--- src/rtl/whac_a_mole_engine.sv ---
// Whack-a-mole game engine: concurrent mole slots with lifetime timers, combo scoring,
// lives and game-over sequencing between the RNG, tick prescaler, switches and display.
module whac_a_mole_engine #(
    parameter int unsigned N_HOLES    = 18,
    parameter int unsigned MAX_MOLES  = 3,
    parameter int unsigned LIVES      = 3,
    parameter int unsigned SCORE_W    = 16,
    parameter int unsigned COMBO_STEP = 5,
    parameter int unsigned LIFE0      = 1500,
    parameter int unsigned LIFE1      = 1000,
    parameter int unsigned LIFE2      = 600,
    localparam int unsigned IW        = $clog2(N_HOLES),
    localparam int unsigned LW        = $clog2(LIVES + 1)
) (
    input  logic               clk,
    input  logic               rst_n,
    input  logic               start_btn,
    input  logic               reset_btn,
    input  logic [1:0]         level,
    input  logic               tick,
    input  logic               rng_valid,
    input  logic [IW-1:0]      rng_index,
    output logic               rng_ready,
    input  logic [N_HOLES-1:0] switches,
    output logic [N_HOLES-1:0] mole_mask,
    output logic [SCORE_W-1:0] score,
    output logic [LW-1:0]      lives_left,
    output logic [7:0]         combo,
    output logic [3:0]         multiplier,
    output logic [1:0]         game_state
);

    localparam int unsigned TW = 16;
    localparam int unsigned CW = $clog2(MAX_MOLES + 1);
    localparam int unsigned AW = SCORE_W + 12;

    typedef enum logic [1:0] {
        S_IDLE = 2'b00,
        S_PLAY = 2'b01,
        S_OVER = 2'b10
    } state_t;

    state_t               state_q, state_n;
    logic [1:0]           lvl_q, lvl_n;
    logic [MAX_MOLES-1:0] act_q, act_n;
    logic [IW-1:0]        hole_q  [MAX_MOLES];
    logic [IW-1:0]        hole_n  [MAX_MOLES];
    logic [TW-1:0]        timer_q [MAX_MOLES];
    logic [TW-1:0]        timer_n [MAX_MOLES];
    logic [N_HOLES-1:0]   mask_q, mask_n;
    logic [SCORE_W-1:0]   score_q, score_n;
    logic [LW-1:0]        lives_q, lives_n;
    logic [7:0]           combo_q, combo_n;
    logic                 start_prev, reset_prev;
    logic [N_HOLES-1:0]   sw_prev;

    logic                 start_edge, reset_edge;
    logic [N_HOLES-1:0]   sw_edge;
    logic [MAX_MOLES-1:0] hit_v, exp_v;
    logic [CW-1:0]        act_cnt, hit_cnt, exp_cnt, limit;
    logic                 wrong;
    logic [TW-1:0]        life;
    logic [3:0]           base;
    logic [8:0]           mul_sum;
    logic [AW-1:0]        score_sum;
    logic [8:0]           combo_sum;

    assign start_edge = start_btn & ~start_prev;
    assign reset_edge = reset_btn & ~reset_prev;
    assign sw_edge    = switches & ~sw_prev;

    assign mole_mask  = mask_q;
    assign score      = score_q;
    assign lives_left = lives_q;
    assign combo      = combo_q;
    assign game_state = state_q;

    // Per-slot hit/expiry detection, occupancy counts and level-dependent constants.
    always_comb begin
        hit_v   = '0;
        exp_v   = '0;
        act_cnt = '0;
        hit_cnt = '0;
        exp_cnt = '0;
        for (int i = 0; i < MAX_MOLES; i++) begin
            hit_v[i] = act_q[i] & sw_edge[hole_q[i]];
            exp_v[i] = act_q[i] & tick & (timer_q[i] == TW'(1)) & ~hit_v[i];
            act_cnt  = act_cnt + CW'(act_q[i]);
            hit_cnt  = hit_cnt + CW'(hit_v[i]);
            exp_cnt  = exp_cnt + CW'(exp_v[i]);
        end
        wrong = |(sw_edge & ~mask_q);
        case (lvl_q)
            2'd0:    begin limit = CW'(1);         base = 4'd1; life = TW'(LIFE0); end
            2'd1:    begin limit = CW'(2);         base = 4'd3; life = TW'(LIFE1); end
            default: begin limit = CW'(MAX_MOLES); base = 4'd5; life = TW'(LIFE2); end
        endcase
        mul_sum    = 9'(base) + 9'(combo_q / 8'(COMBO_STEP));
        multiplier = (mul_sum > 9'd15) ? 4'd15 : mul_sum[3:0];
        rng_ready  = (state_q == S_PLAY) && (act_cnt < limit);
    end

    // Next-state and datapath update; a reset-button edge overrides everything.
    always_comb begin
        logic found;
        state_n   = state_q;
        lvl_n     = lvl_q;
        act_n     = act_q;
        hole_n    = hole_q;
        timer_n   = timer_q;
        score_n   = score_q;
        lives_n   = lives_q;
        combo_n   = combo_q;
        mask_n    = '0;
        score_sum = '0;
        combo_sum = '0;
        found     = 1'b0;

        case (state_q)
            S_IDLE: begin
                if (start_edge) begin
                    lvl_n   = (level == 2'd3) ? 2'd2 : level;
                    score_n = '0;
                    lives_n = LW'(LIVES);
                    combo_n = '0;
                    state_n = S_PLAY;
                end
            end
            S_PLAY: begin
                for (int i = 0; i < MAX_MOLES; i++) begin
                    if (hit_v[i] || exp_v[i]) begin
                        act_n[i]   = 1'b0;
                        timer_n[i] = '0;
                    end else if (act_q[i] && tick) begin
                        timer_n[i] = timer_q[i] - TW'(1);
                    end
                end
                if (hit_cnt != '0) begin
                    score_sum = AW'(score_q) + AW'(hit_cnt) * AW'(10) * AW'(multiplier);
                    score_n   = (score_sum[AW-1:SCORE_W] != '0) ? {SCORE_W{1'b1}}
                                                                : score_sum[SCORE_W-1:0];
                    combo_sum = 9'(combo_q) + 9'(hit_cnt);
                    combo_n   = combo_sum[8] ? 8'd255 : combo_sum[7:0];
                end
                if ((exp_cnt != '0) || wrong)
                    combo_n = '0;
                if (exp_cnt != '0)
                    lives_n = (8'(exp_cnt) >= 8'(lives_q)) ? '0
                                                           : LW'(8'(lives_q) - 8'(exp_cnt));
                // Spawns only fill slots that were already free at cycle start.
                if (rng_valid && rng_ready && (32'(rng_index) < N_HOLES)) begin
                    if (!mask_q[rng_index]) begin
                        for (int i = 0; i < MAX_MOLES; i++) begin
                            if (!act_q[i] && !found) begin
                                found      = 1'b1;
                                act_n[i]   = 1'b1;
                                hole_n[i]  = rng_index;
                                timer_n[i] = life;
                            end
                        end
                    end
                end
                if ((exp_cnt != '0) && (lives_n == '0)) begin
                    state_n = S_OVER;
                    act_n   = '0;
                    for (int i = 0; i < MAX_MOLES; i++) timer_n[i] = '0;
                end
            end
            default: ;
        endcase

        if (reset_edge) begin
            state_n = S_IDLE;
            act_n   = '0;
            score_n = '0;
            combo_n = '0;
            lives_n = '0;
            for (int i = 0; i < MAX_MOLES; i++) timer_n[i] = '0;
        end

        for (int i = 0; i < MAX_MOLES; i++)
            if (act_n[i]) mask_n[hole_n[i]] = 1'b1;
    end

    // State and datapath registers.
    always_ff @(posedge clk or negedge rst_n) begin
        if (!rst_n) begin
            state_q    <= S_IDLE;
            lvl_q      <= '0;
            act_q      <= '0;
            mask_q     <= '0;
            score_q    <= '0;
            lives_q    <= '0;
            combo_q    <= '0;
            start_prev <= 1'b0;
            reset_prev <= 1'b0;
            sw_prev    <= '0;
            for (int i = 0; i < MAX_MOLES; i++) begin
                hole_q[i]  <= '0;
                timer_q[i] <= '0;
            end
        end else begin
            state_q    <= state_n;
            lvl_q      <= lvl_n;
            act_q      <= act_n;
            mask_q     <= mask_n;
            score_q    <= score_n;
            lives_q    <= lives_n;
            combo_q    <= combo_n;
            start_prev <= start_btn;
            reset_prev <= reset_btn;
            sw_prev    <= switches;
            for (int i = 0; i < MAX_MOLES; i++) begin
                hole_q[i]  <= hole_n[i];
                timer_q[i] <= timer_n[i];
            end
        end
    end

endmodule

--- config.mk ---
export PLATFORM = sky130hd
export DESIGN_NAME = whac_a_mole_engine
export DESIGN_NICKNAME = d
export VERILOG_FILES = /design/src/rtl/whac_a_mole_engine.sv
export SDC_FILE = /design/constraint.sdc
export NUM_CORES = 1
export LEC_CHECK = 0
export ABC_AREA = 1
export CORE_MARGIN = 4
export CORE_UTILIZATION = 59
export CTS_BUF_LIST = sky130_fd_sc_hd__clkbuf_4 sky130_fd_sc_hd__clkbuf_8 sky130_fd_sc_hd__clkbuf_16
export DETAILED_ROUTE_END_ITERATION = 7
export GPL_TIMING_DRIVEN = 0
export HOLD_SLACK_MARGIN = 0.15
export PLACE_DENSITY = 0.93
export SLEW_MARGIN = 20
export SYNTH_ARGS = -nofsm -noshare
export SYNTH_HDL_FRONTEND = slang
export SYNTH_SLANG_ARGS = --single-unit
--- constraint.sdc ---
create_clock -name clk -period 9.4 [get_ports clk]
set_clock_uncertainty 0.2 [all_clocks]
set_input_delay 1.88 -clock clk [delete_from_list [all_inputs] [get_ports clk]]
set_output_delay 1.88 -clock clk [all_outputs]
set_load 0.1 [all_outputs]
== Word level (Yosys, flattened, before mapping) ==
Index checks and enable logic that the tools add are counted.
Word-level totals
  flip-flop bits (word level): 134
  input bits: 31
  output and inout bits: 51
Operators by class
  add/subtract/negate cells: 13
  multipliers: 2
  divide/modulo/power cells: 1
  $lt $le $gt $ge: 14
  equal/unequal tests: 10
  muxes and demuxes: 82
  bitwise logic cells: 25
  reductions and logical operators: 34
Operators with widths (number)
  $mux 48: 5
  $mux 16: 13
  $mux 18: 3
  $eq 16x1->1 const B: 3
  $sub 16x1->16 const B: 3
  $mux 15: 3
  $lt 5x6->1 const B: 7
  $mux 8: 5
  $and 18x18->18: 2
  $not 18->18: 2
  $or 18x18->18: 2
  $pmux 16 s2: 1
  $pmux 11 s2: 1
  $mux 1: 21
  $bmux 1 s5: 4
  $mux 2: 9
  $reduce_or 18->1: 1
  $add 16x10->17: 1
  $pmux 8 s2: 1
  $demux 1 s5: 3
  $ge 5x1->1 const B: 3
  $mux 3: 5
  $mux 5: 3
  $and 1x1->1: 14
  other kinds (30): 66

== Logic depth before layout (Yosys ltp) ==
Gate-level depths: netlist (run 1).
  word-level depth: 29
  gate-level depth with buffers: 49
  gate-level depth less buffers: 49

== Worst setup path before layout (run 1) ==
OpenSTA, ideal clock, no wires.
  path type: flip-flop to flip-flop
  start point: register combo_q[5] (netlist: combo[5])
  end point: register score_q[0] (netlist: score[0])
  library setup time: 74 ps
  data arrival time: 8070 ps
  required time: 9126 ps
  slack: 1056 ps
  cell stages (with the launch flop): 47
  clock period less this slack: 8344 ps
  path through: dfrtp_1 inv_2 nand3_2 nand2_1 nand3_1 nand3_2 nand2_4 nand3_1 nand3_2 nand2_2 nand2_2 nand2_2 nand2_2 clkinv_2 nand3_2 nand2_1 nand2_2 inv_1 (+11 left out) fa_1 inv_1 fa_1 o21ai_0 xor2_1 inv_1 ha_1 nand2_1 o21ai_0 inv_1 nor2_1 o21ai_0 nand2_1 nand2_1 nor3_1 clkbuf_1 a21oi_1 nor2_1
On the way
  word-level cells in the longest chain between the ends: 11
Ends and longest elaborated chain
  start, declared: RTL line 53  | logic [7:0] combo_q, combo_n;
  start signal, assigned: RTL line 209  | combo_q <= combo_n;
  $div 8x3->9 *: RTL line 98  | mul_sum = 9'(base) + 9'(combo_q / 8'(COMBO_STEP));
  $add 4x9->9 *: RTL line 98
  $gt 9x4->1: RTL line 99  | multiplier = (mul_sum > 9'd15) ? 4'd15 : mul_sum[3:0];
  $mux 4 *: RTL line 99
  via multiplier[3]: RTL line 29  | output logic [3:0] multiplier,
  $mul 5x4->9 *: RTL line 139  | score_sum = AW'(score_q) + AW'(hit_cnt) * AW'(10) * AW'(multiplier);
  $add 16x10->17 *: RTL line 139
  $reduce_bool 12->1 *: RTL line 140  | score_n = (score_sum[AW-1:SCORE_W] != '0) ? {SCORE_W{1'b1}}
  $mux 16 *: RTL line 140
  $mux 16 *: RTL line 138  | if (hit_cnt != '0) begin
  $pmux 16 s2 *: RTL line 119  | case (state_q)
  $mux 16 *: RTL line 172  | if (reset_edge) begin
  end signal, assigned: RTL line 207  | score_q <= score_n;
  end, declared: RTL line 51  | logic [SCORE_W-1:0] score_q, score_n;
Mark *: on every way through the listed nets, which the timed path passes. The rest lies on a longest branch. The select of a mux whose other input is x is not followed.
A chain may end at the register's enable or synchronous reset.

== Worst setup path after layout (run 1) ==
  start point: input port switches[0]
  end point: register score_q[11] (netlist: score[11])
On the way
  word-level cells in the longest chain between the ends: 14
  elaborated cells on any way between the ends: 23
  classes of those cells: add/sub: 3; mul: 2; eq/ne: 1; mux: 10; bitwise: 4; reduce/logical: 3
Ends and longest elaborated chain
  start, declared: RTL line 24  | input logic [N_HOLES-1:0] switches,
  $and 18x18->18 *: RTL line 70  | assign sw_edge = switches & ~sw_prev;
  $bmux 1 s5: RTL line 86  | hit_v[i] = act_q[i] & sw_edge[hole_q[i]];
  $mux 1 (implied by the code): RTL line 86
  $and 1x1->1: RTL line 86
  $add 1x1->2: RTL line 89  | hit_cnt = hit_cnt + CW'(hit_v[i]);
  $add 2x1->2 *: RTL line 89
  $mul 2x3->5: RTL line 139
  $mul 5x4->9: RTL line 139
  $add 16x10->17: RTL line 139
  $reduce_bool 12->1: RTL line 140
  $mux 16: RTL line 140
  $mux 16: RTL line 138
  $pmux 16 s2: RTL line 119
  $mux 16: RTL line 172
Mark *: on every way between the ends. The rest lies on a longest branch, timed or not. The select of a mux whose other input is x is not followed.

==> qor.yml, run 1 <==
run_status:
  status: "complete, but fails checks"
  violations: "DRC"
final_layout:
  nets: 1382
  design_area_mm2: 0.0108
  layout_commonest_cell: "nand2_1"
  final_cells: 1502
  final_cell_mix: "nand2_1, inv_1, dfrtp_1, nor2_1, o21ai_0"
  area_delta_synth_final_pct: 19.4
  drive_above_1_share_pct: 7.21
  n_antenna_cell: 0
global_route:
  grt_pass1_wl_um: 42700
  gr-usage-all-layers_pct: 29.9
  antenna_found_initial: 0
  grt_start_max_net_pins: 75
  grt_pass1_vias: 8756
  overflow: 0
timing:
  drv_slew: 0
  setup_viol: 0
  finalWorstSetupSlack_ps: 493
  period_share_pct: 94.8
  fmax_ghz: 0.112
  post-route-min-period_ps: 8910
  finalHoldViolations: 0
  tns_ps: 0
  tightest_slew_ps: 1000
  rsz0062_at_grt: "no"
  slew_headroom_pct: 33.0
worst_setup_path:
  cp-start-kind: "input pin"
  crit_path_max_incr_delay_ps: 730
  crit_arrival_ps: 9050
  timing.reg2reg.worst_path_depth: 47
  required_ps: 9540
  path_common_cell: "inv_1"
  cpMaxStageDelayCell: "fa_1"
  critPathMaxFanout: 10
  crit_type: "input pin to register"
  end_kind: "register"
synthesis:
  synth_edf_count: 0
  syn_inst: 1204
  ys_ff_latch: 134
  synth_top_flop_cell: "dfrtp_1"
  yosysWarningCount: 0
  synth_seq_area_share_pct: 37.2
  syn-cell-area_mm2: 0.00901
  avgSynthCellArea_um2: 7.48
  synthArstFlopShare_pct: 100
  yosysUniqueCellTypes: 46
  synth_nets: 1281
detailed_routing:
  vias_per_cell: 6.07
  dr.pass1.iters: 8
  drt_iter0_drc: 1098
  drt-total-wl_um: 25900
  ant_nets: 0
  dr_total_vias: 9116
  drc: 1
  routedWlPerCell_um: 17.2
placed_design:
  pre_cts_ws_ps: 234
  placed_cells: 1470
  globalplace.congestion: 0.967
  dp_hpwl_um: 18900
  placed_cell_area_mm2: 0.0101
  io_buffers: 81
power_and_ir_drop:
  p_leak_nw: 5.14
  cellPowerDensity_mw_per_mm2: 204
  irDropWorstVdd_mv: 0.202
clocking:
  cts_root_buf: "clkbuf_16"
  clk_latency_ps: 430
  cts_buffer_depth: 2
  h-tree-depth: 4
  clk_pin_slew_worst_paths_ps: 60
  cts_tree: "yes"
  ctsResizeCount: 0
  cts_sinks: 134
  cts_buffers: 17
  cts_setup_buffers: 0
  ctsHoldBuffers: 0
flow_run:
  maxCapViolations: 0
min_path:
  hp-class: "register to register"
  min_path_cells: 1
floorplanning:
  die_w_um: 132
  fp.dieArea_mm2: 0.0173
  die_h_um: 132
  initial_utilization_pct: 61.1
  rows: 44
  ioPinCount: 82
  core_area_mm2: 0.0148
[cells by family (layout without fill, tap and decap cells)]
kind of cell               count (synthesis)  in the layout  share of synthesized area (%)
buffers and inverters                    221            335                           9.44
AOI/OAI and AO/OA                        298            298                           19.3
xor gates and xnor gates                  44             44                           4.28
adders and majority gates                 46             46                           7.31
DFF                                      134            134                           37.2
and+or+nand+nor                          461            461                           22.5
[cell type report]
class,instances,area (µm²)
clock buffer,21,474
multi-input combinational,849,4800
sequential,134,3350
fill,1101,4000
buffer,17,83.8
tap,184,230
timing repair buffer,82,843
inverter,204,767
clock inverter,11,196
[path summary, 6_finish.rpt]
check	startpoint	end	slack, ps
worst max-delay path	switches[0]	score[11]	490
worst min-delay path	timer_q[27]	timer_q[27]	330
worst max register to register	combo[6]	score[11]	1060
worst min register to register	timer_q[27]	timer_q[27]	330
max in group asynchronous	rst_n	timer_q[6]	7090
min in group asynchronous	rst_n	mole_mask[5]	1170
[stage by stage]
stage               total power, mW  hold WS [ps]  utilization (%)
global route                   2.30           356             72.9
CTS                            2.18           331             72.9
global placement               1.40           288             68.1
floorplan                      1.20           265                -
finish                         2.20           327             72.9
detailed placement             1.42           316             68.3
[critical path, delay by kind of cell]
kind	cells	cell delay [ps]
buffers and inverters	11	1660
AND/OR/NAND/NOR	11	1450
AO/OA/AOI/OAI	7	1220
XOR/XNOR	1	190
adder cells (fa/ha/maj)	5	2630
[power breakdown]
part           internal (mW)  leakage, nW  total, mW  switching [mW]
sequential             0.637         1.74      0.698          0.0612
clock                  0.495        0.323      0.752           0.257
combinational          0.193         3.07      0.745           0.552
total                   1.32         5.14       2.20           0.870
[cells in the mapped netlist, types with 16 or more instances]
master / instances / share of area (%)
nand2_1: 213 / 8.9
inv_1: 185 / 7.7
dfrtp_1: 134 / 37
nor2_1: 113 / 4.7
o21ai_0: 103 / 5.7
a21oi_1: 76 / 4.2
nand3_1: 53 / 2.9
o22ai_1: 36 / 2.5
xor2_1: 36 / 3.5
ha_1: 35 / 4.9
nor3_1: 29 / 1.6
o221ai_1: 23 / 2.2
o21ai_1: 21 / 1.2
inv_2: 16 / 0.67
[flip-flops by register name, indices dropped and copies added (netlist names)]
| name | cells |
|---|---|
| act_q | 3 |
| combo | 8 |
| game_state | 2 |
| hole_q | 15 |
| lives_left | 2 |
| lvl_q | 2 |
| mole_mask | 18 |
| reset_prev | 1 |
| score | 16 |
| start_prev | 1 |
| sw_prev | 18 |
| timer_q | 48 |
[layer usage]
| metal | part of all wire [%] | vias up | GRT usage (%) | wire, µm |
|---|---|---|---|---|
| li1 | - | 4220 | - | - |
| met1 | 40 | 4260 | 38.8 | 10300 |
| met2 | 47 | 546 | 48.1 | 12100 |
| met3 | 10 | 90 | 7.68 | 2620 |
| met4 | 3.5 | 0 | 12.0 | 908 |
| met5 | 0 | - | 0 | 0 |
No activity file was read; power rests on OpenSTA's default activity.
==> run 2: changes to the inputs <==
Settings changed: CELL_PAD_IN_SITES_DETAIL_PLACEMENT set to 0, CELL_PAD_IN_SITES_GLOBAL_PLACEMENT set to 1, CORE_UTILIZATION 59 to 43, PLACE_DENSITY 0.93 to 0.92, SKIP_CTS_REPAIR_TIMING set to 1.
==> run 2 against run 1 <==
Core utilization shrank 20 points. The flow now finishes without violations. Total power shrank 2.0%. Sequential power about the same. Via count decreased by 6.5%. Global-route usage fell by 8.3 points. Fmax increased by 4.2%. Die area grew 35%. Critical path type unchanged. Worst hold slack got worse by 6.4 ps. Largest power group is now combinational logic. Routed wire length shrank 3.1%.
==> qor.yml, run 2 (same netlist as run 1, synthesis figures left out) <==
power_and_ir_drop:
  p_switching_mw: 0.874
  p_seq_share_pct: 32.4
  p_leak_nw: 5.11
  p_int_mw: 1.28
  power_mw: 2.15
  cellPowerDensity_mw_per_mm2: 199
  irDropWorstVdd_mv: 0.136
  p_comb_share_pct: 34.1
  swShare_pct: 40.6
  clockPowerShare_pct: 33.5
floorplanning:
  core_area_mm2: 0.0204
  die_w_um: 153
  fp.dieArea_mm2: 0.0233
  die_h_um: 153
  rows: 52
  initial_utilization_pct: 44.1
  ioPinCount: 82
global_route:
  grt_pass1_vias: 8109
  antenna_found_initial: 0
  overflow: 0
  gr-usage-all-layers_pct: 21.6
  grt_start_max_net_pins: 69
  grt_pass1_wl_um: 41400
detailed_routing:
  drc: 0
  vias_per_cell: 5.37
  dr.pass1.iters: 5
  dr_total_vias: 8526
  routedWlPerCell_um: 15.8
  drt-total-wl_um: 25100
  drt_iter0_drc: 792
  ant_nets: 0
min_path:
  hp-start: "timer_q[8]"
  hp-class: "register to register"
final_layout:
  design_area_mm2: 0.0108
  largest_reg_flops: 48
  multi_input_area_mm2: 0.00481
  area_delta_synth_final_pct: 20.2
  drive_above_1_share_pct: 7.28
  regArea_mm2: 0.00335
  largest-register: "timer_q"
  num-fill-cells: 1991
  layout_commonest_cell: "nand2_1"
  final_cells: 1589
  final_cell_mix: "nand2_1, inv_1, dfrtp_1, nor2_1, o21ai_0"
  nets: 1382
timing:
  drv_slew: 0
  slew_headroom_pct: 33.3
  period_share_pct: 90.9
  fmax_ghz: 0.117
  post-route-min-period_ps: 8550
  setup_viol: 0
  finalHoldViolations: 0
  tns_ps: 0
  tightest_slew_ps: 997
  finalWorstSetupSlack_ps: 851
  rsz0062_at_grt: "no"
placed_design:
  dp_hpwl_um: 19300
  placed_cells: 1556
  pre_cts_ws_ps: 224
  io_buffers: 81
  globalplace.congestion: 0.921
  placed_cell_area_mm2: 0.0102
clocking:
  cts_buffer_depth: 2
  cts_sinks: 134
  clk_pin_slew_worst_paths_ps: 60
  cts_tree: "yes"
  cts_buffers: 17
  cts_root_buf: "clkbuf_16"
  h-tree-depth: 4
  clk_latency_ps: 430
worst_setup_path:
  r2r_start: "combo[6]"
  required_ps: 9550
  end_kind: "register"
  crit_type: "input pin to register"
  cp_num_buf_inv: 11
  crit_path_start: "switches[0]"
  cp-start-kind: "input pin"
  crit_path_max_incr_delay_ps: 700
  critPathMaxFanout: 10
  cpMaxStageDelayCell: "fa_1"
  critPathTopFamily: "adder cells"
  crit_arrival_ps: 8700
  path_common_cell: "inv_1"
flow_run:
  maxCapViolations: 0
run_status:
  status: "finished clean"
[run 2: changes by cell type in the layout (fill, tap and decap cells not counted), sizes merged]
cell / before / now
bufinv: 5 / 4
diode: 0 / 1
inv: 201 / 204
clkinvlp: 2 / 4
clkbuf: 29 / 26
clkinv: 7 / 6
[run 2: power by group through the flow]
| stage | sequential, mW | combinational (mW) | clock (mW) |
|---|---|---|---|
| 6_report | 0.697 | 0.734 | 0.721 |
| 5_1_grt | 0.704 | 0.803 | 0.755 |
| 3_3_place_gp | 0.704 | 0.718 | 0 |
| 2_1_floorplan | 0.758 | 0.446 | 0 |
| 4_1_cts | 0.695 | 0.731 | 0.730 |
| 3_5_place_dp | 0.704 | 0.726 | 0 |
[run 2: stage by stage]
| step | hold slack (ps) | util [%] |
|---|---|---|
| 6_report | 320 | 53.0 |
| 5_1_grt | 357 | 53.0 |
| 4_1_cts | 317 | 53.0 |
| 3_5_place_dp | 303 | 49.9 |
| 3_3_place_gp | 289 | 49.7 |
| 2_1_floorplan | 265 | - |
[run 2: cell type report]
type                            count  share of cell area (%)
Buffer                             17                   0.774
Timing Repair Buffer               82                    7.79
Clock buffer                       18                    4.00
Inverter                          204                    7.08
Multi-Input combinational cell    849                    44.4
Clock inverter                     14                    1.84
Antenna cell                        1                  0.0231
Sequential cell                   134                    31.0
Tap cell                          270                    3.12
[run 2: layer usage]
layer | track usage, % | part of all wire [%] | vias to the layer above
li1 | - | - | 4232
met1 | 31.6 | 47 | 4009
met2 | 33.9 | 46 | 267
met3 | 3.35 | 6.3 | 18
met4 | 4.88 | 0.92 | 0
met5 | 0 | 0 | -
[run 2: path summary, 6_finish.rpt]
| check | to | slack (ps) | cells past startpoint |
|---|---|---|---|
| setup / recovery | score[0] | 850 | 35 |
| hold / removal | timer_q[8] | 320 | 2 |
| setup reg to reg | score[0] | 1420 | 47 |
| hold reg to reg | timer_q[8] | 320 | 2 |
| max in group asynchronous | score[3] | 7080 | 2 |
| min in group asynchronous | mole_mask[12] | 1180 | 1 |
[run 2: worst min-delay path, stage by stage (launching register included)]
cell,delay [ps]
dfrtp_1,360
nand2_1,70
nand2_1,60
